[src/rtl/mem_access_pkg.sv]
// Shared types and default widths for the memory access controller.
// The VERIFY state exists only when MEM_ACCESS_STORE_VERIFY_EN is defined.
package mem_access_pkg;

  localparam int unsigned MEM_ADDR_W = 2;
  localparam int unsigned MEM_DATA_W = 4;

  typedef enum logic [2:0] {
    ST_IDLE   = 3'd0,
    ST_ISSUE  = 3'd1,
`ifdef MEM_ACCESS_STORE_VERIFY_EN
    ST_VERIFY = 3'd2,
`endif
    ST_WAIT   = 3'd3,
    ST_RESP   = 3'd4
  } state_e;

endpackage

[src/rtl/mem_access_ctrl.sv]
// Single-outstanding load/store controller in front of a registered-read data memory.
// Optional store read-back check enabled by MEM_ACCESS_STORE_VERIFY_EN.
module mem_access_ctrl
  import mem_access_pkg::*;
#(
  parameter int unsigned ADDR_W = MEM_ADDR_W,
  parameter int unsigned DATA_W = MEM_DATA_W
) (
  input  logic              clk,
  input  logic              rst_n,
  input  logic              req_valid,
  output logic              req_ready,
  input  logic              req_we,
  input  logic [ADDR_W-1:0] req_addr,
  input  logic [DATA_W-1:0] req_wdata,
  output logic              rsp_valid,
  input  logic              rsp_ready,
  output logic [DATA_W-1:0] rsp_rdata,
  output logic              rsp_err,
  output logic              mem_we,
  output logic [ADDR_W-1:0] mem_addr,
  output logic [DATA_W-1:0] mem_wdata,
  input  logic [DATA_W-1:0] mem_rdata
);

  state_e              r_state;
  logic                r_req_ready;
  logic                r_rsp_valid;
  logic [DATA_W-1:0]   r_rsp_rdata;
  logic                r_rsp_err;
  logic                r_mem_we;
  logic [ADDR_W-1:0]   r_mem_addr;
  logic [DATA_W-1:0]   r_mem_wdata;
  logic                r_store;

  // Controller FSM; every output is a register updated alongside the state.
  always_ff @(posedge clk or negedge rst_n) begin
    if (!rst_n) begin
      r_state     <= ST_IDLE;
      r_req_ready <= 1'b1;
      r_rsp_valid <= 1'b0;
      r_rsp_rdata <= '0;
      r_rsp_err   <= 1'b0;
      r_mem_we    <= 1'b0;
      r_mem_addr  <= '0;
      r_mem_wdata <= '0;
      r_store     <= 1'b0;
    end else begin
      r_mem_we <= 1'b0;
      case (r_state)
        ST_IDLE: begin
          if (req_valid) begin
            r_mem_addr  <= req_addr;
            r_mem_wdata <= req_wdata;
            r_mem_we    <= req_we;
            r_store     <= req_we;
            r_req_ready <= 1'b0;
            r_state     <= ST_ISSUE;
          end
        end
        ST_ISSUE: begin
`ifdef MEM_ACCESS_STORE_VERIFY_EN
          r_state <= r_store ? ST_VERIFY : ST_WAIT;
`else
          r_state <= ST_WAIT;
`endif
        end
`ifdef MEM_ACCESS_STORE_VERIFY_EN
        // Address is held so the read-back sees the freshly written word.
        ST_VERIFY: begin
          r_state <= ST_WAIT;
        end
`endif
        ST_WAIT: begin
          r_rsp_valid <= 1'b1;
          r_rsp_rdata <= r_store ? '0 : mem_rdata;
`ifdef MEM_ACCESS_STORE_VERIFY_EN
          r_rsp_err   <= r_store && (mem_rdata != r_mem_wdata);
`else
          r_rsp_err   <= 1'b0;
`endif
          r_state     <= ST_RESP;
        end
        ST_RESP: begin
          if (rsp_ready) begin
            r_rsp_valid <= 1'b0;
            r_rsp_rdata <= '0;
            r_rsp_err   <= 1'b0;
            r_req_ready <= 1'b1;
            r_state     <= ST_IDLE;
          end
        end
        default: begin
          r_req_ready <= 1'b1;
          r_rsp_valid <= 1'b0;
          r_state     <= ST_IDLE;
        end
      endcase
    end
  end

  assign req_ready = r_req_ready;
  assign rsp_valid = r_rsp_valid;
  assign rsp_rdata = r_rsp_rdata;
  assign rsp_err   = r_rsp_err;
  assign mem_we    = r_mem_we;
  assign mem_addr  = r_mem_addr;
  assign mem_wdata = r_mem_wdata;

endmodule

[config.mk]
export PLATFORM = sky130hd
export DESIGN_NAME = mem_access_ctrl
export DESIGN_NICKNAME = d
export VERILOG_FILES = /design/src/rtl/mem_access_pkg.sv /design/src/rtl/mem_access_ctrl.sv
export SDC_FILE = /design/constraint.sdc
export NUM_CORES = 1
export LEC_CHECK = 0
export CAP_MARGIN = 10
export CORE_MARGIN = 2
export CORE_UTILIZATION = 38
export CTS_CLUSTER_DIAMETER = 120
export DETAILED_ROUTE_END_ITERATION = 16
export PLACE_DENSITY = 0.74
export SLEW_MARGIN = 30
export SYNTH_ARGS = -nofsm -noshare
export SYNTH_HDL_FRONTEND = slang
export SYNTH_SLANG_ARGS = --single-unit
[constraint.sdc]
create_clock -name clk -period 1.4 [get_ports clk]
set_input_delay 0.42 -clock clk [delete_from_list [all_inputs] [get_ports clk]]
set_output_delay 0.42 -clock clk [all_outputs]
set_load 0.02 [all_outputs]
==> flow_metrics.env <==
export IMPL_power_frac_seq_pct=37.2
export IMPL_worstSetupPathType="flip-flop to flip-flop"
export IMPL_cts_tree="yes"
export IMPL_drive_gt1_share_pct=51.6
export IMPL_antenna_cells=0
export IMPL_pwr_share_comb_pct=52.3
export IMPL_power_density_nw_per_um2=2190
export IMPL_critPathLaunchType="flip-flop"
export IMPL_drtAntennaViolNets=0
export IMPL_grtUsageTotal_pct=13.9
export IMPL_layout_common_cells="dfrtp_1 (14), clkdlybuf4s50_1 (12), clkbuf_2 (11), buf_4 (11), mux2_2 (9)"
export IMPL_vias=574
export IMPL_pre_cts_slack_ns=-0.522
export IMPL_via_per_inst=4.70
export IMPL_nNetsFinal=111
export IMPL_synth_seq_area_share_pct=56.4
export IMPL_dr_pass1_iters=4
export IMPL_grt_setup_unrepaired="true"
export IMPL_fill_cells=164
export IMPL_final_setup_skew_ns=0.00147
export IMPL_antenna_found_initial=0
export IMPL_fp_row_count=16
export IMPL_arrival_ns=1.54
export IMPL_gp_congestion=0.682
export IMPL_wl_per_cell_um=12.6
export IMPL_grt_pass1_wl_um=2530
export IMPL_p_sw_share_pct=37.4
export IMPL_overflow=0
export IMPL_dieArea_um2=2360
export IMPL_setup_violations=0
export IMPL_syn_avg_cell_area_um2=14.0
export IMPL_ys_top_cells_by_area="dfrtp_1 (53%), mux2_2 (16%), nor3b_1 (5.0%)"
export IMPL_synth_fp_nets=69
export IMPL_finalHoldViolations=0
export IMPL_syn_to_final_growth_pct=49.3
export IMPL_layout_commonest_cell="dfrtp_1"
export IMPL_power_leakage_nw=0.519
export IMPL_final_util_pct=58.8
export IMPL_ios=29
export IMPL_netlist_area_um2=757
export IMPL_grt_pass1_vias=569
export IMPL_layout_min_cycle_time_ns=1.36
export IMPL_dieWidth_um=48.6
export IMPL_ys_warn_count=0
export IMPL_p_sw_mw=0.925
export IMPL_fin_ws_ns=0.0354
export IMPL_synth_cell_types=23
export IMPL_htreeDepth=1
export IMPL_io_buffers=27
export IMPL_clk_pin_slew_worst_paths_ns=0.10
export IMPL_start_util_pct=39.4
export IMPL_cts_sinks=17
export IMPL_hold_class="input port to asynchronous set/reset pin"
export IMPL_clkLatencyLatePin_ns=0.28
export IMPL_drt_iter0_drc=10
export IMPL_ctsHoldBuffers=0
export IMPL_hpwl_um=1060
export IMPL_tns_ns=0
export IMPL_max_freq_mhz=733
export IMPL_endpoint_kind="flip-flop"
export IMPL_cap_violations=0
export IMPL_syn_inst=54
export IMPL_post_route_period_util_pct=97.5
export IMPL_worstPathRequired_ns=1.58
export IMPL_r2r_start="r_state[1]$_DFFE_PN0P_"
export IMPL_cts_root_buf="clkbuf_4"
export IMPL_yosys_area_top_type="dfrtp_1"
export IMPL_netlist_area_leader_share_pct=52.9
export IMPL_core_area_um2=1920
export IMPL_finalMaxSlewViolations=0
export IMPL_die_h_um=48.6
export IMPL_clockBufferDepth=2
export IMPL_reg2reg_depth=3
export IMPL_routed_wl_um=1540
export IMPL_power_share_clock_pct=10.5
export IMPL_ff2ff_setup_slack_ns=0.04
export IMPL_cp_max_fo=8
export IMPL_internal_power_mw=1.55
export IMPL_grt_start_max_net_pins=18
export IMPL_cts_buffers=3
export IMPL_r2r_end="r_store$_DFFE_PN0P_"
export IMPL_post_route_drc_count=0
export IMPL_ir_drop_mv=1.07
export IMPL_status="completed"
export IMPL_ys_ff_latch=17
export IMPL_p_total_mw=2.47
repair_timing:
action	in CTS	in global routing
pin swaps	1	2
endpoints found under the setup margin	20	25
resized for setup	38	16
setup buffers	2	2
cell type report:
class	instances	area [um^2]	share of cell area, %
multi-input combinational	33	322	28.5
timing repair buffer	40	314	27.8
inverter	1	3.75	0.332
clock inverter	1	5.00	0.443
sequential	17	429	38.0
clock buffer	3	22.5	1.99
tap	27	33.8	2.99
kinds of logic (layout without fill, tap and decap cells):
| family | count (synthesis) | in the layout | synth area share (%) |
|---|---|---|---|
| muxes | 11 | 11 | 16.4 |
| other | 1 | 1 | 0.495 |
| AOI/OAI and AO/OA | 7 | 7 | 7.27 |
| DFF | 17 | 17 | 56.4 |
| and+or+nand+nor | 14 | 14 | 15.9 |
| buffers and inverters | 4 | 45 | 3.64 |
cells in the mapped netlist, drive strengths merged:
| cell type | n |
|---|---|
| dfrtp | 16 |
| mux2 | 11 |
| nor3b | 6 |
| buf | 3 |
| and2 | 2 |
| nor4 | 2 |
| o21ai | 2 |
| a211oi | 1 |
| a21o | 1 |
| a2bb2oi | 1 |
| conb | 1 |
| dfstp | 1 |
| inv | 1 |
| nand2 | 1 |
| nand2b | 1 |
| nor2 | 1 |
| o21a | 1 |
| o31ai | 1 |
| or4b | 1 |
power groups by stage:
stage	Clock, mW	Combinational [mW]	Sequential, mW
final	0.261	1.29	0.918
after global routing	0.294	1.38	0.947
after CTS	0.273	1.32	0.921
after detailed placement	0	1.29	0.924
after global placement	0	1.26	0.918
after floorplan	0	0.568	1.08
through the flow:
stage	hold WS (ns)	cell area, um^2	instances
after global placement	0.488	1100	114
after detailed placement	0.494	1100	114
final	0.440	1130	122
after global routing	0.436	1130	122
after floorplan	0.124	757	54
after CTS	0.442	1170	120
worst max-delay path, cell delays in order, from the launching register on:
cell and delay, ns:
dfrtp_2 0.48, nor4_4 0.28, buf_6 0.17, mux2_2 0.33
worst max-delay path by stage:
stage	to	start	slack, ns	cells after the start
final	r_store$_DFFE_PN0P_	r_state[1]$_DFFE_PN0P_	0.04	3
after global routing	r_store$_DFFE_PN0P_	r_state[1]$_DFFE_PN0P_	-0.003	3
after CTS	mem_wdata[3]$_DFFE_PN0P_	r_state[2]$_DFFE_PN0P_	-0.01	4
after detailed placement	mem_wdata[2]$_DFFE_PN0P_	req_valid	-0.52	5
after global placement	mem_wdata[3]$_DFFE_PN0P_	req_valid	-0.48	5
after floorplan	mem_addr[0]$_DFFE_PN0P_	req_valid	-0.01	3
routing by layer:
layer  vias to the layer above  global-route usage, %  wire length [um]
li1                        272                      -                 -
met1                       281                   15.8               627
met2                        21                   24.0               816
met3                         0                   5.25                96
met4                         0                   4.29                 0
met5                         -                      0                 0
sequential cells by signal (all words and copies together), names as in the netlist:
signal	flops
rsp_valid	1
r_state	3
rsp_rdata	4
mem_wdata	4
mem_addr	2
req_ready	1
mem_we	1
r_store	1
(Power assumes the default switching activity.)
